==> src/rtl/draw_pkg.sv <==
// Shared command codes, colours, geometry defaults and FSM/region types
// for the puzzle draw engine.
package draw_pkg;

  localparam logic [2:0] CMD_NONE   = 3'd0;
  localparam logic [2:0] CMD_CLEAR  = 3'd1;
  localparam logic [2:0] CMD_GRID   = 3'd2;
  localparam logic [2:0] CMD_EZ     = 3'd3;
  localparam logic [2:0] CMD_NORMAL = 3'd4;
  localparam logic [2:0] CMD_HARD   = 3'd5;
  localparam logic [2:0] CMD_NUM    = 3'd6;
  localparam logic [2:0] CMD_RSVD   = 3'd7;

  localparam logic [2:0] BLACK  = 3'b000;
  localparam logic [2:0] WHITE  = 3'b111;
  localparam logic [2:0] GREEN  = 3'b010;
  localparam logic [2:0] YELLOW = 3'b110;
  localparam logic [2:0] RED    = 3'b100;

  localparam int DEF_SCREEN_W = 160;
  localparam int DEF_SCREEN_H = 120;
  localparam int DEF_GRID_X0  = 40;
  localparam int DEF_GRID_Y0  = 20;
  localparam int DEF_CELL     = 20;
  localparam int DEF_BANNER_Y0 = 104;
  localparam int BANNER_H     = 8;

  typedef enum logic [1:0] {S_IDLE, S_SCAN, S_DONE} state_t;

  typedef struct packed {
    logic [7:0] x0;
    logic [6:0] y0;
    logic [7:0] w;
    logic [6:0] h;
  } region_t;

  // Blank tile is black; tiles whose low bits are zero (8) would vanish, so show them white.
  function automatic logic [2:0] tile_colour(input logic [3:0] v);
    if (v == 4'd0)             return BLACK;
    else if (v[2:0] == 3'd0)   return WHITE;
    else                       return v[2:0];
  endfunction

endpackage

==> src/rtl/draw_engine_rect_scanner.sv <==
// Raster walker over a rectangle: x/y position plus per-axis cell counters
// and clamped 4x4 row/col indices, stepping one pixel per enabled clock.
module rect_scanner
  import draw_pkg::*;
#(
  parameter int CELL = DEF_CELL
) (
  input  logic       clk,
  input  logic       resetn,
  input  logic       i_start,
  input  logic       i_step,
  input  logic [7:0] i_x0,
  input  logic [6:0] i_y0,
  input  logic [7:0] i_w,
  input  logic [6:0] i_h,
  output logic [7:0] o_x,
  output logic [6:0] o_y,
  output logic [1:0] o_col,
  output logic [1:0] o_row,
  output logic       o_on_line,
  output logic       o_last
);

  localparam int CW = (CELL > 1) ? $clog2(CELL) : 1;
  localparam logic [CW-1:0] CMAX = CW'(CELL - 1);

  logic [7:0]    r_x, r_x0, r_xend;
  logic [6:0]    r_y, r_yend;
  logic [CW-1:0] r_cx, r_cy;
  logic [1:0]    r_col, r_row;

  always_ff @(posedge clk) begin
    if (!resetn) begin
      r_x    <= '0;
      r_y    <= '0;
      r_x0   <= '0;
      r_xend <= '0;
      r_yend <= '0;
      r_cx   <= '0;
      r_cy   <= '0;
      r_col  <= '0;
      r_row  <= '0;
    end else if (i_start) begin
      r_x    <= i_x0;
      r_y    <= i_y0;
      r_x0   <= i_x0;
      r_xend <= i_x0 + i_w - 8'd1;
      r_yend <= i_y0 + i_h - 7'd1;
      r_cx   <= '0;
      r_cy   <= '0;
      r_col  <= '0;
      r_row  <= '0;
    end else if (i_step) begin
      if (r_x == r_xend) begin
        r_x   <= r_x0;
        r_cx  <= '0;
        r_col <= '0;
        if (r_y != r_yend) begin
          r_y <= r_y + 7'd1;
          if (r_cy == CMAX) begin
            r_cy <= '0;
            // closing line sits one past the last cell; keep its index in range
            if (r_row != 2'd3) r_row <= r_row + 2'd1;
          end else begin
            r_cy <= r_cy + 1'b1;
          end
        end
      end else begin
        r_x <= r_x + 8'd1;
        if (r_cx == CMAX) begin
          r_cx <= '0;
          if (r_col != 2'd3) r_col <= r_col + 2'd1;
        end else begin
          r_cx <= r_cx + 1'b1;
        end
      end
    end
  end

  assign o_x       = r_x;
  assign o_y       = r_y;
  assign o_col     = r_col;
  assign o_row     = r_row;
  assign o_on_line = (r_cx == '0) || (r_cy == '0);
  assign o_last    = (r_x == r_xend) && (r_y == r_yend);

endmodule

==> src/rtl/draw_engine.sv <==
// Command-driven rasteriser for the sliding-puzzle screen: one pixel per clock
// into the VGA write port, one-cycle done when the region is finished.
module draw_engine
  import draw_pkg::*;
#(
  parameter int SCREEN_W  = DEF_SCREEN_W,
  parameter int SCREEN_H  = DEF_SCREEN_H,
  parameter int GRID_X0   = DEF_GRID_X0,
  parameter int GRID_Y0   = DEF_GRID_Y0,
  parameter int CELL      = DEF_CELL,
  parameter int BANNER_Y0 = DEF_BANNER_Y0
) (
  input  logic        clk,
  input  logic        resetn,
  input  logic        cmd_valid,
  input  logic [2:0]  cmd,
  input  logic [63:0] board,
  output logic [7:0]  x,
  output logic [6:0]  y,
  output logic [2:0]  colour,
  output logic        plot,
  output logic        busy,
  output logic        done
);

  localparam logic [7:0] GRID_SPAN = 8'(4 * CELL + 1);

  state_t      r_state;
  logic [2:0]  r_cmd;
  logic [63:0] r_board;

  logic        w_accept;
  region_t     w_region;
  logic [7:0]  w_sx;
  logic [6:0]  w_sy;
  logic [1:0]  w_col, w_row;
  logic        w_on_line, w_last;
  logic [3:0]  w_tile;

  assign w_accept = (r_state == S_IDLE) && cmd_valid &&
                    (cmd != CMD_NONE) && (cmd != CMD_RSVD);

  always_comb begin
    w_region = '{x0: 8'd0, y0: 7'd0, w: 8'(SCREEN_W), h: 7'(SCREEN_H)};
    case (cmd)
      CMD_GRID, CMD_NUM:
        w_region = '{x0: 8'(GRID_X0), y0: 7'(GRID_Y0), w: GRID_SPAN, h: 7'(GRID_SPAN)};
      CMD_EZ, CMD_NORMAL, CMD_HARD:
        w_region = '{x0: 8'(GRID_X0), y0: 7'(BANNER_Y0), w: GRID_SPAN, h: 7'(BANNER_H)};
      default: ;
    endcase
  end

  rect_scanner #(.CELL(CELL)) u_scan (
    .clk       (clk),
    .resetn    (resetn),
    .i_start   (w_accept),
    .i_step    (r_state == S_SCAN),
    .i_x0      (w_region.x0),
    .i_y0      (w_region.y0),
    .i_w       (w_region.w),
    .i_h       (w_region.h),
    .o_x       (w_sx),
    .o_y       (w_sy),
    .o_col     (w_col),
    .o_row     (w_row),
    .o_on_line (w_on_line),
    .o_last    (w_last)
  );

  always_ff @(posedge clk) begin
    if (!resetn) begin
      r_state <= S_IDLE;
      r_cmd   <= CMD_NONE;
      r_board <= '0;
    end else begin
      case (r_state)
        S_IDLE: if (w_accept) begin
          r_state <= S_SCAN;
          r_cmd   <= cmd;
          r_board <= board;
        end
        S_SCAN:  if (w_last) r_state <= S_DONE;
        S_DONE:  r_state <= S_IDLE;
        default: r_state <= S_IDLE;
      endcase
    end
  end

  assign w_tile = r_board[{w_row, w_col, 2'b00} +: 4];

  always_comb begin
    colour = BLACK;
    plot   = 1'b0;
    if (r_state == S_SCAN) begin
      case (r_cmd)
        CMD_CLEAR:  begin colour = BLACK;  plot = 1'b1; end
        CMD_GRID:   begin colour = WHITE;  plot = w_on_line; end
        CMD_EZ:     begin colour = GREEN;  plot = 1'b1; end
        CMD_NORMAL: begin colour = YELLOW; plot = 1'b1; end
        CMD_HARD:   begin colour = RED;    plot = 1'b1; end
        CMD_NUM:    if (!w_on_line) begin
          colour = tile_colour(w_tile);
          plot   = 1'b1;
        end
        default: ;
      endcase
    end
  end

  assign x    = w_sx;
  assign y    = w_sy;
  assign busy = (r_state != S_IDLE);
  assign done = (r_state == S_DONE);

endmodule

==> config.mk <==
export PLATFORM = sky130hd
export DESIGN_NAME = draw_engine
export DESIGN_NICKNAME = d
export VERILOG_FILES = /design/src/rtl/draw_pkg.sv /design/src/rtl/draw_engine_rect_scanner.sv /design/src/rtl/draw_engine.sv
export SDC_FILE = /design/constraint.sdc
export NUM_CORES = 1
export LEC_CHECK = 0
export CORE_UTILIZATION = 40
export DETAILED_ROUTE_END_ITERATION = 10
export SYNTH_ARGS = -nofsm -noshare
export SYNTH_HDL_FRONTEND = slang
export SYNTH_SLANG_ARGS = --single-unit
==> constraint.sdc <==
create_clock -name clk -period 3.37 [get_ports clk]
set_input_delay 0.674 -clock clk [delete_from_list [all_inputs] [get_ports clk]]
set_output_delay 0.674 -clock clk [all_outputs]
set_load 0.05 [all_outputs]
==> impl_metrics.py, run 1 <==
metrics = {
    "clocking": {
        "clk_pin_slew_ns": 0.07,
        "clk_latency_ns": 0.35,
        "htree_levels": 3,
        "clockBufferDepth": 2,
        "cts_root_buf": "clkbuf_16",
        "hold_buffers": 0,
        "cts_tree": "done",
        "cts.sinks": 106,
        "cts_buffers": 9,
    },
    "timing": {
        "maxSlewViolCount": 0,
        "setup_tns_ns": 0,
        "rsz0062_at_grt": "false",
        "skew_ns": 0.00829,
        "hold_violations": 0,
        "finalCriticalPeriod_ns": 3.23,
        "worstMarginPinSlew_ns": 0.713,
        "timing.final.crit_share": 0.958,
        "layout_setup_ws_ns": 0.143,
        "max_slew_margin": 0.524,
        "fmax_mhz": 310,
        "setup_violations": 0,
    },
    "critical_path": {
        "cp_slowest_cell": "mux4_2",
        "crit_required_ns": 2.70,
        "r2r_start": "u_scan.o_x[0]$_SDFFE_PN0P_",
        "worstPathMaxFanout": 8,
        "r2r_cells": 6,
        "timing.rr.end": "u_scan.r_cy[4]$_SDFFE_PP0P_",
        "r2r_slack_ns": 0.88,
        "cp_cell_sequence": "buf_4 > mux4_2 > a22oi_1 > nand3_1 > o311a_1 > a211oi_2 > buf_12",
        "arrival_ns": 2.55,
        "critPathKind": "reg2out",
        "endpoint_kind": "output port",
        "slowest_delay_ns": 0.49,
        "critPathLaunchType": "flop",
    },
    "drt": {
        "vias": 4531,
        "via_per_inst": 5.30,
        "drt_iter0_drc": 215,
        "postRouteAntennaNets": 0,
        "wl_um": 13100,
        "drtPass1Iterations": 7,
        "wl_per_cell_um": 15.3,
        "drc_errors": 0,
    },
    "logic_synthesis": {
        "ys.flop_type": "dfxtp_1",
        "syn_nets": 684,
        "synth_top_area_share": 0.428,
        "ys_seq_area_frac": 0.428,
        "synthCells": 603,
        "ys_seq_elements": 106,
        "yosys.cell_types.count": 52,
        "async_flop_share": 0,
        "netlist_top_cells_area": "dfxtp_1, nand2_1, a21oi_1",
        "syn_area_per_cell_sq_um": 8.22,
        "synth_top_cell_by_area": "dfxtp_1",
        "syn_area_sq_mm": 0.00496,
        "ys_warn_count": 0,
        "synth_edf_count": 0,
    },
    "die": {
        "start_util": 0.411,
        "fp-row-count": 40,
        "ios": 91,
        "dieArea_sq_mm": 0.0128,
        "die_height_um": 113,
        "fp.dieW_um": 113,
        "core-area_sq_mm": 0.0121,
    },
    "placement": {
        "hpwl_um": 9770,
        "place_congestion": 0.876,
        "dp_slack_ns": 0.175,
        "port_buffers": 90,
    },
    "run_status": {
        "status": "finished clean",
    },
    "global_route": {
        "grt-ovfl-total": 0,
        "antenna_found_initial": 0,
        "grt_pass1_wl_um": 21100,
        "grt_pass1_vias": 4152,
        "grt_max_degree": 69,
        "track_usage": 0.212,
    },
    "finish": {
        "seq_area_sq_mm": 0.00213,
        "fin_nets": 763,
        "mostFrequentLayoutCell": "nand2_1",
        "final_cell_mix": "nand2_1, dfxtp_1, clkdlybuf4s50_1",
        "layout-drive-gt1-share": 0.0961,
        "antenna_cells": 0,
        "fillers": 1126,
        "syn2layout_area_growth_pct": 28.5,
        "multi_input_area_sq_mm": 0.00266,
    },
    "hold_path": {
        "min_to": "r_board[37]$_SDFFE_PN0P_",
        "min_from": "r_board[37]$_SDFFE_PN0P_",
        "hp-class": "reg2reg",
        "holdPathStages": 2,
    },
    "pwr": {
        "ir_drop_uv": 235,
        "power_density_mw_per_mm2": 457,
        "p_leak_nw": 2.27,
        "total_power_mw": 2.91,
    },
    "run": {
        "maxCapViolCount": 0,
    },
}
through the flow:
stage               instance area [sq um]  hold slack [ns]  std cells   util
finish                               6370            0.458        855  0.528
global route                         6370            0.479        855  0.528
global placement                     6050            0.444        834  0.501
detailed placement                   6050            0.449        834  0.501
CTS                                  6330            0.459        850  0.525
floorplan                            4960            0.433        603      -
cell families after synthesis:
| family | count (synthesis) | share of synthesized area |
|---|---|---|
| DFF | 106 | 0.428 |
| AOI/OAI and AO/OA | 134 | 0.160 |
| and+or+nand+nor | 267 | 0.235 |
| muxes | 25 | 0.0914 |
| adders and majority gates | 11 | 0.0278 |
| buffers and inverters | 48 | 0.0369 |
| xor gates and xnor gates | 12 | 0.0212 |
worst max path at each step:
stage	start	end	slack (ns)
global placement	u_scan.o_col[0]$_SDFFE_PP0P_	colour[0]	0.29
finish	u_scan.o_col[0]$_SDFFE_PP0P_	colour[0]	0.14
global route	u_scan.o_col[1]$_SDFFE_PP0P_	colour[0]	0.04
detailed placement	u_scan.o_col[0]$_SDFFE_PP0P_	colour[1]	0.17
CTS	u_scan.o_col[0]$_SDFFE_PP0P_	colour[1]	0.02
floorplan	u_scan.o_col[0]$_SDFFE_PP0P_	colour[0]	0.06
synth_stat cells (2+ instances only):
master / number
nand2_1: 163
dfxtp_1: 106
a21oi_1: 85
nor2_1: 37
clkbuf_1: 32
nand3_1: 17
mux4_2: 16
o21ai_0: 12
ha_1: 11
inv_1: 10
nor3_1: 9
mux2i_1: 7
nor2b_1: 7
xnor2_1: 6
xor2_1: 6
or3_1: 5
a211oi_1: 4
a21o_1: 4
a311oi_1: 4
a31oi_1: 4
and3_1: 4
nand4_1: 4
a22oi_1: 3
buf_1: 3
nand3b_1: 3
or4_1: 3
a21boi_0: 2
a221oi_1: 2
a41oi_1: 2
and2_1: 2
and4_1: 2
buf_2: 2
mux2_2: 2
nand2b_1: 2
nor4_1: 2
nor4b_1: 2
o221a_2: 2
o31ai_1: 2
state kept, by name (all words and copies together), names as in the netlist:
name           count
r_board           64
r_cmd              3
r_state            2
u_scan.o_col       2
u_scan.o_row       2
u_scan.o_x         8
u_scan.o_y         7
u_scan.r_cx        5
u_scan.r_cy        5
u_scan.r_x0        1
u_scan.r_xend      1
u_scan.r_yend      6
power breakdown:
part	switching (mW)	internal [mW]	leakage, nW
sequential	0.0677	1.33	0.868
combinational	0.295	0.225	1.27
clock	0.486	0.510	0.130
worst max-delay path: cells and delay by family, from the launching register on:
kind / cells / cell delay (ns)
AOI/OAI and AO/OA: 3 / 0.84
buffers and inverters: 2 / 0.31
DFF: 1 / 0.41
muxes: 1 / 0.49
and+or+nand+nor: 1 / 0.16
final cells by class:
class | instances | share of cell area
Inverter | 11 | 0.00648
Timing Repair Buffer | 105 | 0.165
Tap cell | 168 | 0.0330
Clock inverter | 6 | 0.00786
Clock buffer | 10 | 0.0359
Multi-Input combinational cell | 449 | 0.417
Sequential cell | 106 | 0.334
what timing repair did:
item | in CTS | in global routing
pin swaps | 0 | 0
endpoints found under the hold margin | 0 | 0
buffers inserted | 0 | 5
gates resized for setup | 2 | 2
setup endpoints to repair | 3 | 3
routing by layer:
layer  wire length [um]  track usage  share of wire
met1               6260        0.296           0.48
met2               5930        0.326           0.45
met4                266       0.0816          0.020
met5                  0            0              0
met3                666       0.0386          0.051
No activity file was read; power rests on OpenSTA's default activity.
==> inputs of run 2 (changes only) <==
- GPL_TIMING_DRIVEN: default -> 0
==> run 2 against run 1 <==
Effect of this change:
- via count rose by 2.6%
- first-iteration DRC count is 56% higher
- hold slack got worse by 0.0038 ns
- sequential cell count is the same
- utilization rose by 0.62 points
==> impl_metrics.py, run 2 (synthesis results as in run 1) <==
metrics = {
    "clocking": {
        "hold_buffers": 0,
        "clockBufferDepth": 2,
        "clk_latency_ns": 0.34,
        "cts_tree": "done",
        "htree_levels": 3,
        "clk_pin_slew_ns": 0.07,
        "cts_buffers": 9,
        "cts.sinks": 106,
        "cts_root_buf": "clkbuf_16",
    },
    "global_route": {
        "track_usage": 0.226,
        "grt_pass1_wl_um": 22300,
        "grt_max_degree": 17,
        "grt-ovfl-total": 0,
        "grt_pass1_vias": 4429,
        "antenna_found_initial": 0,
    },
    "critical_path": {
        "endpoint_kind": "output port",
        "critPathLaunch": "u_scan.o_col[0]$_SDFFE_PP0P_",
        "worstPathMaxFanout": 5,
        "critPathKind": "reg2out",
        "crit_required_ns": 2.70,
        "critPathLaunchType": "flop",
        "arrival_ns": 2.68,
        "r2r_start": "u_scan.o_x[0]$_SDFFE_PN0P_",
    },
    "timing": {
        "skew_ns": 0.00721,
        "worstMarginPinSlew_ns": 0.738,
        "fmax_mhz": 298,
        "max_slew_margin": 0.508,
        "setup_tns_ns": 0,
        "timing.final.crit_share": 0.994,
        "finalCriticalPeriod_ns": 3.35,
        "maxSlewViolCount": 0,
        "layout_setup_ws_ns": 0.0190,
        "hold_violations": 0,
        "rsz0062_at_grt": "true",
        "setup_violations": 0,
    },
    "run_status": {
        "status": "finished clean",
    },
    "die": {
        "fp-row-count": 40,
        "dieArea_sq_mm": 0.0128,
        "fp.dieW_um": 113,
        "ios": 91,
        "start_util": 0.411,
        "die_height_um": 113,
        "core-area_sq_mm": 0.0121,
    },
    "pwr": {
        "power_density_mw_per_mm2": 471,
        "ir_drop_uv": 255,
        "total_power_mw": 3.04,
        "p_leak_nw": 2.29,
    },
    "drt": {
        "wl_um": 14100,
        "via_per_inst": 5.30,
        "drc_errors": 0,
        "wl_per_cell_um": 16.1,
        "vias": 4648,
        "drt_iter0_drc": 335,
        "postRouteAntennaNets": 0,
        "drtPass1Iterations": 4,
    },
    "placement": {
        "hpwl_um": 10600,
        "place_congestion": 0.904,
        "post_dp_cell_area_sq_mm": 0.00607,
        "port_buffers": 90,
        "dp_slack_ns": -0.874,
    },
    "finish": {
        "final_cell_mix": "nand2_1, dfxtp_1, clkdlybuf4s50_1",
        "seq_area_sq_mm": 0.00212,
        "fin_nets": 786,
        "largest_reg_flops": 64,
        "multi_input_area_sq_mm": 0.00268,
        "antenna_cells": 0,
        "fin_area_sq_mm": 0.00645,
        "mostFrequentLayoutCell": "nand2_1",
        "layout-drive-gt1-share": 0.0790,
        "regMostFlops": "r_board",
        "syn2layout_area_growth_pct": 30.0,
        "fillers": 1172,
    },
    "hold_path": {
        "min_from": "r_board[6]$_SDFFE_PN0P_",
        "hp-class": "reg2reg",
    },
    "run": {
        "maxCapViolCount": 0,
    },
}
run 2: repair_timing:
action                                  in CTS  in global routing
buffers inserted                             0                  1
pin swaps                                    0                  2
resized for setup                           29                 11
endpoints found under the setup margin       4                  4
run 2: final timing paths:
check / slack [ns] / cells past startpoint / end
setup reg to reg: 0.91 / 6 / u_scan.o_y[2]$_SDFFE_PN0P_
setup / recovery: 0.02 / 9 / colour[1]
hold reg to reg: 0.45 / 2 / r_board[6]$_SDFFE_PN0P_
hold / removal: 0.45 / 2 / r_board[6]$_SDFFE_PN0P_
run 2: critical path: stages, from the launching register on:
cell,delay [ns]
dfxtp_2,0.34
buf_8,0.15
buf_4,0.13
mux4_2,0.55
mux2i_2,0.20
nand3_1,0.10
a21o_1,0.20
nor3_1,0.28
a21o_1,0.16
buf_4,0.21
run 2: per-layer routing:
metal,global-route usage,up-vias,part of all wire
li1,-,2291,-
met1,0.301,2213,0.47
met2,0.371,130,0.47
met3,0.0386,14,0.043
met4,0.0772,0,0.015
met5,0,-,0
run 2: per-stage QoR:
| stage | hold slack (ns) | instances | utilization |
|---|---|---|---|
| global route | 0.471 | 877 | 0.534 |
| finish | 0.454 | 877 | 0.534 |
| global placement | 0.439 | 861 | 0.504 |
| detailed placement | 0.447 | 861 | 0.504 |
| floorplan | 0.433 | 603 | - |
| CTS | 0.456 | 876 | 0.531 |
run 2: area by class of cell:
class | instances | share of cell area
Clock inverter | 5 | 0.0122
Buffer | 37 | 0.0283
Multi-Input combinational cell | 449 | 0.415
Tap cell | 168 | 0.0326
Timing Repair Buffer | 91 | 0.140
Clock buffer | 10 | 0.0355
Sequential cell | 106 | 0.329
Inverter | 11 | 0.00641
run 2: where the power goes:
part           switching (mW)  internal (mW)
logic                   0.317          0.224
registers              0.0592           1.33
clock network           0.458          0.648
total                   0.834           2.20
==> inputs of run 3 (changes only) <==
- MAX_ROUTING_LAYER: default -> met4
- SYNTH_HIERARCHICAL: default -> 1
==> run 3 against run 2 <==
Effect of this change:
- fmax rose by 2.4%
- hold slack improved by 0.0037 ns
- utilization decreased by 0.93 points
- via count is 30% higher
- sequential power increased by 17%
- non-clock buffer count rose by 12
- die area grew 38%
- area after synthesis increased by 38%
- combinational power increased by 100%
- clock power grew 66%
==> impl_metrics.py, run 3 <==
metrics = {
    "drt": {
        "wl_per_cell_um": 15.5,
        "drt_iter0_drc": 353,
        "drc_errors": 0,
        "drtPass1Iterations": 5,
        "vias": 6037,
        "postRouteAntennaNets": 0,
        "wl_um": 18300,
        "via_per_inst": 5.12,
    },
    "logic_synthesis": {
        "synthCells": 816,
        "ys_seq_area_frac": 0.353,
        "syn_area_per_cell_sq_um": 8.41,
        "async_flop_share": 0,
        "synthAdderAreaFrac": 0.0642,
        "synth_edf_count": 0,
        "yosys.area_share.simple": 0.197,
        "synth.most_common_cell": "nand2_1",
        "yosys.cell_types.count": 72,
        "ys_seq_elements": 121,
        "netlist_top_cells_area": "dfxtp_1, nand2_1, a21boi_0",
        "ys.flop_type": "dfxtp_1",
        "syn_area_sq_mm": 0.00687,
        "synthTopCellsByCount": "nand2_1, dfxtp_1, a21boi_0",
        "synth_top_family_by_area": "simple AND/OR/NAND/NOR gates",
        "synth_compound_area_frac": 0.190,
        "synthXorXnorAreaFrac": 0.0383,
        "synthMuxAreaShare": 0.0840,
        "synth_top_area_share": 0.353,
        "synth_top_cell_by_area": "dfxtp_1",
        "ys_warn_count": 6,
    },
    "critical_path": {
        "worstPathMaxFanout": 4,
        "arrival_ns": 2.60,
        "cp_slowest_cell": "or4b_2",
        "critPathLaunch": "u_scan/r_cy[0]$_SDFFE_PP0P_",
        "r2r_start": "r_state[0]$_SDFFE_PN0P_",
        "crit_required_ns": 2.70,
        "slowest_delay_ns": 0.74,
        "r2r_cells": 7,
        "cp_cell_sequence": "inv_1 > ha_1 > nand3b_1 > o41ai_2 > or4b_2 > o32a_1 > o21ai_2 > buf_2",
        "endpoint_kind": "output port",
        "critPathLaunchType": "flop",
        "critPathKind": "reg2out",
    },
    "timing": {
        "finalCriticalPeriod_ns": 3.27,
        "max_slew_margin": 0.500,
        "worstMarginPinSlew_ns": 0.747,
        "skew_ns": 0.00763,
        "maxSlewViolCount": 0,
        "layout_setup_ws_ns": 0.0969,
        "rsz0062_at_grt": "false",
        "timing.final.crit_share": 0.971,
        "setup_violations": 0,
        "setup_tns_ns": 0,
        "fmax_mhz": 306,
        "hold_violations": 0,
    },
    "pwr": {
        "p_leak_nw": 3.42,
        "total_power_mw": 4.56,
        "power_density_mw_per_mm2": 521,
        "ir_drop_uv": 364,
    },
    "clocking": {
        "cts_root_buf": "clkbuf_16",
        "cts_tree": "done",
        "cts.sinks": 121,
        "clk_latency_ns": 0.43,
        "cts_buffers": 17,
        "clk_pin_slew_ns": 0.06,
        "htree_levels": 4,
        "clockBufferDepth": 2,
    },
    "die": {
        "start_util": 0.413,
        "dieArea_sq_mm": 0.0177,
        "fp.dieW_um": 133,
        "fp-row-count": 47,
        "ios": 91,
        "die_height_um": 133,
        "core-area_sq_mm": 0.0166,
    },
    "placement": {
        "dp_slack_ns": -0.879,
        "dp_cells": 1146,
        "hpwl_um": 13600,
        "place_congestion": 0.824,
        "port_buffers": 89,
    },
    "hold_path": {
        "holdPathStages": 2,
        "hp-class": "reg2reg",
        "min_from": "r_board[17]$_SDFFE_PN0P_",
    },
    "finish": {
        "fin_nets": 1049,
        "antenna_cells": 0,
        "final_core_util": 0.525,
        "largest_reg_flops": 64,
        "layout-drive-gt1-share": 0.0856,
        "regMostFlops": "r_board",
        "mostFrequentLayoutCell": "nand2_1",
        "syn2layout_area_growth_pct": 27.3,
        "final_cell_mix": "nand2_1, dfxtp_1, clkdlybuf4s50_1",
        "layout.cells.non_filler": 1178,
    },
    "global_route": {
        "track_usage": 0.224,
        "antenna_found_initial": 0,
        "grt_pass1_wl_um": 30000,
        "grt-ovfl-total": 0,
        "grt_pass1_vias": 5929,
        "grt_max_degree": 21,
    },
    "run": {
        "maxCapViolCount": 0,
    },
    "run_status": {
        "status": "finished clean",
    },
}
run 3: area by class of cell:
cell class                 instances  area (sq um)
buffer                            50           255
clock buffer                      17           425
clock inverter                    15           166
fill                            1638          7900
inverter                          66           248
multi-input combinational        599          4050
sequential                       121          2420
tap                              220           275
timing repair buffer              90           898
run 3: critical path, delay by kind of cell (launching register included):
kind / cells / cell delay, ns
AOI/OAI and AO/OA: 3 / 0.41
adders and majority gates: 1 / 0.19
buffers and inverters: 2 / 0.36
DFF: 1 / 0.36
and+or+nand+nor: 2 / 0.86
run 3: cell families (layout without fill, tap and decap cells):
| logic type | count (synthesis) | count (layout) |
|---|---|---|
| AOI/OAI and AO/OA | 179 | 179 |
| xor gates and xnor gates | 30 | 30 |
| adders and majority gates | 34 | 34 |
| buffers and inverters | 117 | 238 |
| DFF | 121 | 121 |
| muxes | 33 | 33 |
| other | 1 | 22 |
| and+or+nand+nor | 301 | 301 |
run 3: path summary, 6_finish.rpt:
path,slack (ns),endpoint
worst max-delay path,0.1,colour[0]
worst min-delay path,0.46,r_board[17]$_SDFFE_PN0P_
worst max register to register,0.82,u_scan/r_xend[5]$_SDFFE_PN0P_
worst min register to register,0.46,r_board[17]$_SDFFE_PN0P_
run 3: per-layer routing:
metal	track usage	wire length, um
met1	0.287	8620
met2	0.356	8650
met3	0.0372	731
met4	0.0811	296
met5	-	0
run 3: report_power, final:
group,internal (mW),switching (mW),total [mW]
registers,1.54,0.0901,1.63
clock network,1.10,0.740,1.84
logic,0.439,0.645,1.08
run 3: repair_timing:
action | 4_1_cts | 5_1_grt
setup endpoints to repair | 12 | 5
hold buffers | 0 | 0
pin swaps | 0 | 1
buffers inserted | 1 | 0
hold endpoints to repair | 0 | 0
gates resized for setup | 22 | 9
run 3: per-stage QoR:
stage / cell area, sq um / hold WS, ns
6_report: 8740 / 0.458
5_1_grt: 8740 / 0.474
4_1_cts: 8710 / 0.458
3_5_place_dp: 8110 / 0.450
3_3_place_gp: 8110 / 0.443
2_1_floorplan: 6940 / 0.430
